--- src/rtl/mux_scan_nx1.sv ---
// Registered N-input, W-bit multiplexer with manual select and auto-scan modes.
// Scan holds each channel for DWELL enabled cycles and pulses wrap on the last cycle of channel N-1.
module mux_scan_nx1 #(
  parameter int W     = 8,
  parameter int N     = 4,
  parameter int SW    = 2,
  parameter int DWELL = 4
) (
  input  logic           clk,
  input  logic           rst,
  input  logic [N*W-1:0] i,
  input  logic [SW-1:0]  s,
  input  logic           mode,
  input  logic           en,
  output logic [W-1:0]   o,
  output logic [SW-1:0]  o_sel,
  output logic           o_valid,
  output logic           wrap
);

  localparam int DCW = (DWELL > 1) ? $clog2(DWELL) : 1;

  localparam logic [0:0] MAN  = 1'b0;
  localparam logic [0:0] SCAN = 1'b1;

  logic [0:0]     st;
  logic [SW-1:0]  ch;
  logic [DCW-1:0] dc;

  logic [SW-1:0]  cur;
  logic [DCW-1:0] dcur;
  logic [SW-1:0]  sel;
  logic [W-1:0]   sel_data;
  logic           sel_ok;
  logic           dwell_done;
  logic           last_ch;

  // Entering scan from manual always restarts at channel 0 with a fresh dwell.
  always_comb begin
    cur      = (st == SCAN) ? ch : '0;
    dcur     = (st == SCAN) ? dc : '0;
    sel      = mode ? cur : s;
    sel_data = '0;
    sel_ok   = 1'b0;
    for (int k = 0; k < N; k++) begin
      if (sel == SW'(k)) begin
        sel_data = i[k*W +: W];
        sel_ok   = 1'b1;
      end
    end
    dwell_done = (dcur == DCW'(DWELL - 1));
    last_ch    = (cur == SW'(N - 1));
  end

  always_ff @(posedge clk) begin
    if (rst) begin
      o       <= '0;
      o_sel   <= '0;
      o_valid <= 1'b0;
      wrap    <= 1'b0;
      st      <= MAN;
      ch      <= '0;
      dc      <= '0;
    end else begin
      o_valid <= 1'b0;
      wrap    <= 1'b0;
      if (en) begin
        st      <= mode ? SCAN : MAN;
        o_sel   <= sel;
        o       <= sel_ok ? sel_data : '0;
        o_valid <= sel_ok;
        if (mode) begin
          if (dwell_done) begin
            dc   <= '0;
            ch   <= last_ch ? '0 : cur + SW'(1);
            wrap <= last_ch;
          end else begin
            dc <= dcur + DCW'(1);
            ch <= cur;
          end
        end
      end
    end
  end

endmodule

--- config.mk ---
export PLATFORM = sky130hd
export DESIGN_NAME = mux_scan_nx1
export DESIGN_NICKNAME = d
export VERILOG_FILES = /design/src/rtl/mux_scan_nx1.sv
export SDC_FILE = /design/constraint.sdc
export NUM_CORES = 1
export LEC_CHECK = 0
export CORE_MARGIN = 2
export CORE_UTILIZATION = 32
export CTS_CLUSTER_SIZE = 14
export DETAILED_ROUTE_END_ITERATION = 7
export PLACE_DENSITY_LB_ADDON = 0.3
export SYNTH_ARGS = -nofsm -noshare
export SYNTH_HDL_FRONTEND = slang
export SYNTH_SLANG_ARGS = --single-unit
--- constraint.sdc ---
create_clock -name clk -period 1.15 [get_ports clk]
set_input_delay 0.23 -clock clk [delete_from_list [all_inputs] [get_ports clk]]
set_output_delay 0.23 -clock clk [all_outputs]
set_load 0.02 [all_outputs]
==> results of run 1 <==
==> final cells by class <==
cell class | count | area [um^2]
multi-input cells | 86 | 649.4
flip-flops and latches | 17 | 345.3
well taps | 31 | 38.79
clock buffers | 4 | 26.28
repair buffers | 60 | 520.5
fillers | 244 | 1174
inverters | 1 | 3.754
==> cell usage in the layout, fill, tap and decap left out, types with 2 or more instances in the layout <==
master	n
o21ai_2	3
nand2_1	10
a311oi_1	3
buf_2	10
nor2_1	7
buf_4	10
nor2b_1	2
a21oi_1	5
o221ai_2	3
o21ai_1	7
a21boi_2	2
and2_1	2
o21a_2	2
nand4_1	3
o221ai_1	3
and3_1	8
clkbuf_4	3
a211oi_2	5
clkdlybuf4s50_1	35
dlygate4sd2_1	2
a22oi_1	2
a211oi_1	2
dfxtp_1	15
==> synth_stat cells <==
library cell and instances:
nand4_1 3, nand2_2 1, inv_1 1, nand2_1 10
a211oi_1 7, and4_1 1, o21a_1 2, clkbuf_1 3
nand3_1 1, a311oi_1 3, o221ai_1 6, or2b_1 1
nand4b_1 1, a21oi_2 1, and2_1 3, and3_1 8
nand3_2 1, ha_1 2, a21o_1 1, a21boi_2 2
nor2b_1 3, dfxtp_1 17, nand2b_1 2, a21oi_1 6
a22oi_1 2, o21ai_0 1, nor2_1 8, buf_6 2
buf_4 1, o21ai_1 10
==> worst register-to-register path: stages (launching register included) <==
cell,delay [ns]
dfxtp_4,0.42
nand3_4,0.15
and3_1,0.22
a211oi_2,0.25
o21ai_1,0.08
==> layer usage <==
metal,GRT usage,wire length [um],vias up
met5,0,0,-
met4,0.07973,58,0
met3,0.02009,118,5
met2,0.3295,1621,28
met1,0.1915,1154,528
li1,-,-,532
==> sequential cells by signal (all words and copies together), names as in the netlist <==
name and flops:
ch 2, dc 2, o 8, o_sel 2, o_valid 1, st 1, wrap 1
==> power by group through the flow <==
| stage | clock [mW] | sequential, mW | combinational, mW |
|---|---|---|---|
| 2_1_floorplan | 0 | 0.686 | 0.118 |
| 3_3_place_gp | 0 | 0.654 | 0.365 |
| 3_5_place_dp | 0 | 0.655 | 0.369 |
| 4_1_cts | 0.353 | 0.640 | 0.379 |
| 5_1_grt | 0.368 | 0.643 | 0.414 |
| 6_report | 0.357 | 0.640 | 0.389 |
==> metrics by stage <==
step           power (mW)    util  hold WS, ns
6_report            1.386  0.5744       0.4600
5_1_grt             1.425  0.5744       0.4739
4_1_cts             1.372  0.5694       0.4574
3_5_place_dp        1.024  0.5358       0.4466
3_3_place_gp        1.018  0.5358       0.4410
2_1_floorplan      0.8035       -       0.3974
==> cells by family (layout without fill, tap and decap cells) <==
kind of cell,count (synthesis),in the layout,synth area share
AND/OR/NAND/NOR,43,43,0.2507
AO/OA/AOI/OAI,41,41,0.3073
flip-flops,17,17,0.3666
buffers and inverters,7,65,0.04851
adder cells (fa/ha/maj),2,2,0.02695
==> how the worst min path moves through the flow <==
| stage | from | to | slack, ns | depth (start not counted) |
|---|---|---|---|---|
| after detailed placement | o[2] | o[2] | 0.45 | 2 |
| after global placement | dc[1] | dc[1] | 0.44 | 2 |
| after global routing | o[7] | o[7] | 0.47 | 2 |
| final | o[5] | o[5] | 0.46 | 2 |
| after CTS | o[2] | o[2] | 0.46 | 2 |
| after floorplan | en | st | 0.40 | 2 |
==> timing repair <==
action | in CTS | in global routing
endpoints found under the setup margin | 22 | 16
gates resized for setup | 63 | 12
buffers inserted | 3 | 0
endpoints found under the hold margin | 0 | 0
pin swaps | 7 | 1
==> impl_metrics.py, run 1 <==
metrics = {
    "outcome": {
        "status": "complete, but fails checks",
        "violations": "negative setup slack",
    },
    "worst_setup_path": {
        "crit_family": "flip-flops",
        "worstSetupPathType": "reg2reg",
        "regToRegSetupSlack_ns": -0.08,
        "crit_buf_inv": 0,
        "max_stage_delay_ns": 0.42,
        "start_kind": "register",
        "end_kind": "register",
        "crit_fanout": 12,
        "endpoint": "o[5]",
        "worstPathCellList": "nand3_4 > and3_1 > a211oi_2 > o21ai_1",
        "worstSetupPathDepth": 4,
        "critical-path-slowest-cell": "dfxtp_4",
        "cp.required_ns": 1.36,
        "arrival_ns": 1.44,
        "reg2reg_depth": 4,
        "timing.rr.start": "st",
        "r2r-end": "o[5]",
        "crit_start": "st",
    },
    "place": {
        "io_buffer_count": 49,
        "dp_hpwl_mm": 2.177,
        "place_area_um2": 1478,
        "dp.cells": 192,
        "post-place-ws_ns": -0.7035,
        "place.gp.congestion": 0.8164,
    },
    "synthesis": {
        "yosysTopAreaCell": "dfxtp_1",
        "syn_inst": 110,
        "synth_area_leaders": "dfxtp_1 (37%), a211oi_1 (5.7%), o221ai_1 (5.7%)",
        "yosysTopAreaCellShare": 0.3666,
        "postSynthAreaPerCell_um2": 8.440,
        "synth.distinct_cells": 30,
        "yosysWarnings": 0,
        "synth-seq-cells": 17,
        "ys_seq_area_frac": 0.3666,
        "synth_fp_nets": 150,
        "syn-cell-area_um2": 928.4,
    },
    "power_and_ir_drop": {
        "power.density_nw_per_um2": 874.7,
        "comb_power_share": 0.281,
        "switching_share": 0.2998,
        "seqPwrFrac": 0.462,
        "power.internal_uw": 970.2,
        "ir_drop_mv": 0.5485,
        "switching_power_uw": 415.5,
        "clkPwrFrac": 0.257,
        "power_leakage_nw": 0.6271,
    },
    "drt": {
        "vias_per_cell": 5.492,
        "wirelength_mm": 2.953,
        "dr_total_vias": 1093,
        "drc": 0,
        "dr.pass1.iters": 4,
        "wire_per_inst_um": 14.84,
        "ant_nets": 0,
        "drtIter0Drc": 15,
    },
    "sta": {
        "rsz0062_at_grt": "yes",
        "slew_headroom": 0.8151,
        "setup_viol_count_final": 9,
        "finalMaxSlewViolations": 0,
        "clock.fmax_mhz": 812.2,
        "finalHoldViolCount": 0,
        "fin_crit_ns": 1.231,
        "fin_tns_setup_ns": -0.3375,
        "skew_ns": 0.006762,
        "fin_ws_ns": -0.08120,
        "worstMarginPinSlew_ns": 0.2770,
        "fin_crit_sh": 1.071,
    },
    "global_route": {
        "overflow": 0,
        "grt_max_degree": 13,
        "grt_pass1_vias": 997,
        "grtUsageTotal": 0.1741,
        "grt_pass1_wl_mm": 4.374,
        "antenna_found_initial": 0,
    },
    "cells_and_area": {
        "fin_area_um2": 1584,
        "antenna_cells": 0,
        "fin_cells": 199,
        "nNetsFinal": 209,
        "drive_above_1_share": 0.3155,
        "area_delta_synth_final_pct": 70.62,
    },
    "clock_network": {
        "clockBufferDepth": 2,
        "cts_root_buffer": "clkbuf_4",
        "cts_tree": "yes",
        "cts_hold_buf": 0,
        "cts_max_level": 1,
        "insertion_delay_ns": 0.32,
        "clock-sinks": 17,
        "numCtsBuffers": 3,
        "clk_pin_slew_worst_paths_ns": 0.11,
    },
    "floorplanning": {
        "rows": 19,
        "ios": 50,
        "die_h_um": 57.86,
        "core_um2": 2758,
        "initial_core_util": 0.3367,
        "fp.dieW_um": 57.86,
        "dieArea_um2": 3348,
    },
    "hold_path": {
        "hold_class": "reg2reg",
    },
    "job": {
        "maxCapViolCount": 0,
    },
}
Power figures use the tool's default switching activity.
==> inputs of run 2 (changes only) <==
ABC_CLOCK_PERIOD_IN_PS = 1150   (was default)
CORE_ASPECT_RATIO = 0.9   (was default)
==> run 2 against run 1 <==
- first-iteration DRC count grew 110%
- fmax grew 0.27%
- hold slack lost 0.0037 ns
- clock power shrank 4%
- global-route usage grew 2.0 points
- sequential cell count is the same
- non-clock buffer count grew 1
- the flow still finishes with violations (negative setup slack)
==> impl_metrics.py, run 2 (synthesized netlist as in run 1, its figures left out) <==
metrics = {
    "power_and_ir_drop": {
        "ir_drop_mv": 0.4284,
        "comb_power_share": 0.287,
        "switching_power_uw": 405.7,
        "seqPwrFrac": 0.465,
        "clkPwrFrac": 0.249,
        "switching_share": 0.2960,
        "power.density_nw_per_um2": 840.1,
        "power.internal_uw": 964.9,
        "power_leakage_nw": 0.6455,
    },
    "clock_network": {
        "cts_hold_buf": 0,
        "clk_pin_slew_worst_paths_ns": 0.11,
        "insertion_delay_ns": 0.31,
        "cts_max_level": 1,
        "clockBufferDepth": 2,
        "clock-sinks": 17,
        "numCtsBuffers": 3,
        "cts_tree": "yes",
        "cts_root_buffer": "clkbuf_4",
    },
    "sta": {
        "fin_hold_ws_ns": 0.4563,
        "rsz0062_at_grt": "yes",
        "fin_crit_ns": 1.228,
        "clock.fmax_mhz": 814.4,
        "worstMarginPinSlew_ns": 0.2374,
        "setup_viol_count_final": 9,
        "finalMaxSlewViolations": 0,
        "fin_ws_ns": -0.07783,
        "fin_crit_sh": 1.068,
        "finalHoldViolCount": 0,
        "skew_ns": 0.007999,
        "slew_headroom": 0.8416,
    },
    "cells_and_area": {
        "largest_reg_flops": 8,
        "fin_cells": 209,
        "utilization": 0.5938,
        "area_delta_synth_final_pct": 75.74,
        "nNetsFinal": 210,
        "drive_above_1_share": 0.3373,
        "final_common_cell": "clkdlybuf4s50_1",
        "largest-register": "o",
        "antenna_cells": 0,
        "most-common-layout-cells": "clkdlybuf4s50_1 (35), dfxtp_1 (15), buf_2 (11)",
    },
    "floorplanning": {
        "die_h_um": 55.10,
        "dieArea_um2": 3349,
        "core_um2": 2748,
        "ios": 50,
        "initial_core_util": 0.3379,
        "fp.dieW_um": 60.78,
        "rows": 18,
    },
    "place": {
        "place.gp.congestion": 0.8428,
        "post-place-ws_ns": -0.7227,
        "dp.cells": 203,
        "dp_hpwl_mm": 2.179,
        "io_buffer_count": 49,
    },
    "global_route": {
        "antenna_found_initial": 0,
        "overflow": 0,
        "grt_max_degree": 13,
        "grtUsageTotal": 0.1936,
        "grt_pass1_vias": 1035,
        "grt_pass1_wl_mm": 4.616,
    },
    "drt": {
        "drtIter0Drc": 31,
        "ant_nets": 0,
        "drc": 0,
        "vias_per_cell": 5.048,
        "dr_total_vias": 1055,
        "dr.pass1.iters": 4,
        "wirelength_mm": 2.934,
        "wire_per_inst_um": 14.04,
    },
    "job": {
        "maxCapViolCount": 0,
    },
    "worst_setup_path": {
        "cp.required_ns": 1.35,
        "crit_fanout": 8,
        "arrival_ns": 1.42,
        "worstSetupPathType": "reg2reg",
        "start_kind": "register",
        "end_kind": "register",
    },
    "outcome": {
        "status": "complete, but fails checks",
        "violations": "negative setup slack",
    },
    "hold_path": {
        "hold_class": "reg2reg",
    },
}
run 2: repair_timing:
action / CTS / global route
endpoints found under the setup margin: 24 / 16
pin swaps: 9 / 8
resized for setup: 65 / 18
buffers inserted: 1 / 1
cloned: 0 / 0
run 2: layer usage:
| metal | vias to the layer above | global-route usage | share of wire |
|---|---|---|---|
| li1 | 532 | - | - |
| met1 | 488 | 0.2211 | 0.41 |
| met2 | 25 | 0.3405 | 0.51 |
| met3 | 10 | 0.02326 | 0.030 |
| met4 | 0 | 0.1304 | 0.042 |
| met5 | - | 0 | 0 |
run 2: cell type report:
type,count,area (um^2)
clock buffer,3,22.52
clock inverter,1,5.005
inverter,1,3.754
sequential,17,347.8
timing repair buffer,61,526.8
fill,260,1116
tap,40,50.05
multi-input combinational,86,675.6
run 2: path summary, 6_finish.rpt:
| kind | from | endpoint | slack, ns | cells after the start |
|---|---|---|---|---|
| setup reg to reg | st | o[4] | -0.08 | 4 |
| setup / recovery | st | o[4] | -0.08 | 4 |
| hold reg to reg | o[5] | o[5] | 0.46 | 2 |
| hold / removal | o[5] | o[5] | 0.46 | 2 |
run 2: stage by stage:
stage / total power, mW / cell area (um^2) / TNS [ns]
floorplan: 0.8035 / 929.6 / 0
global placement: 1.022 / 1504 / -7.155
detailed placement: 1.028 / 1504 / -7.683
CTS: 1.372 / 1600 / -0.2749
global route: 1.447 / 1632 / -1.032
finish: 1.371 / 1632 / -0.4445
run 2: power groups by stage:
stage / sequential [mW] / clock, mW / combinational (mW)
3_3_place_gp: 0.653 / 0 / 0.369
6_report: 0.637 / 0.341 / 0.393
4_1_cts: 0.639 / 0.351 / 0.382
5_1_grt: 0.641 / 0.384 / 0.422
3_5_place_dp: 0.653 / 0 / 0.375
2_1_floorplan: 0.686 / 0 / 0.118
run 2: critical path, stage by stage (launching register included):
cell and delay [ns]:
dfxtp_4 0.40, and2_4 0.20, a21o_4 0.24, a211oi_2 0.19
o21ai_1 0.09
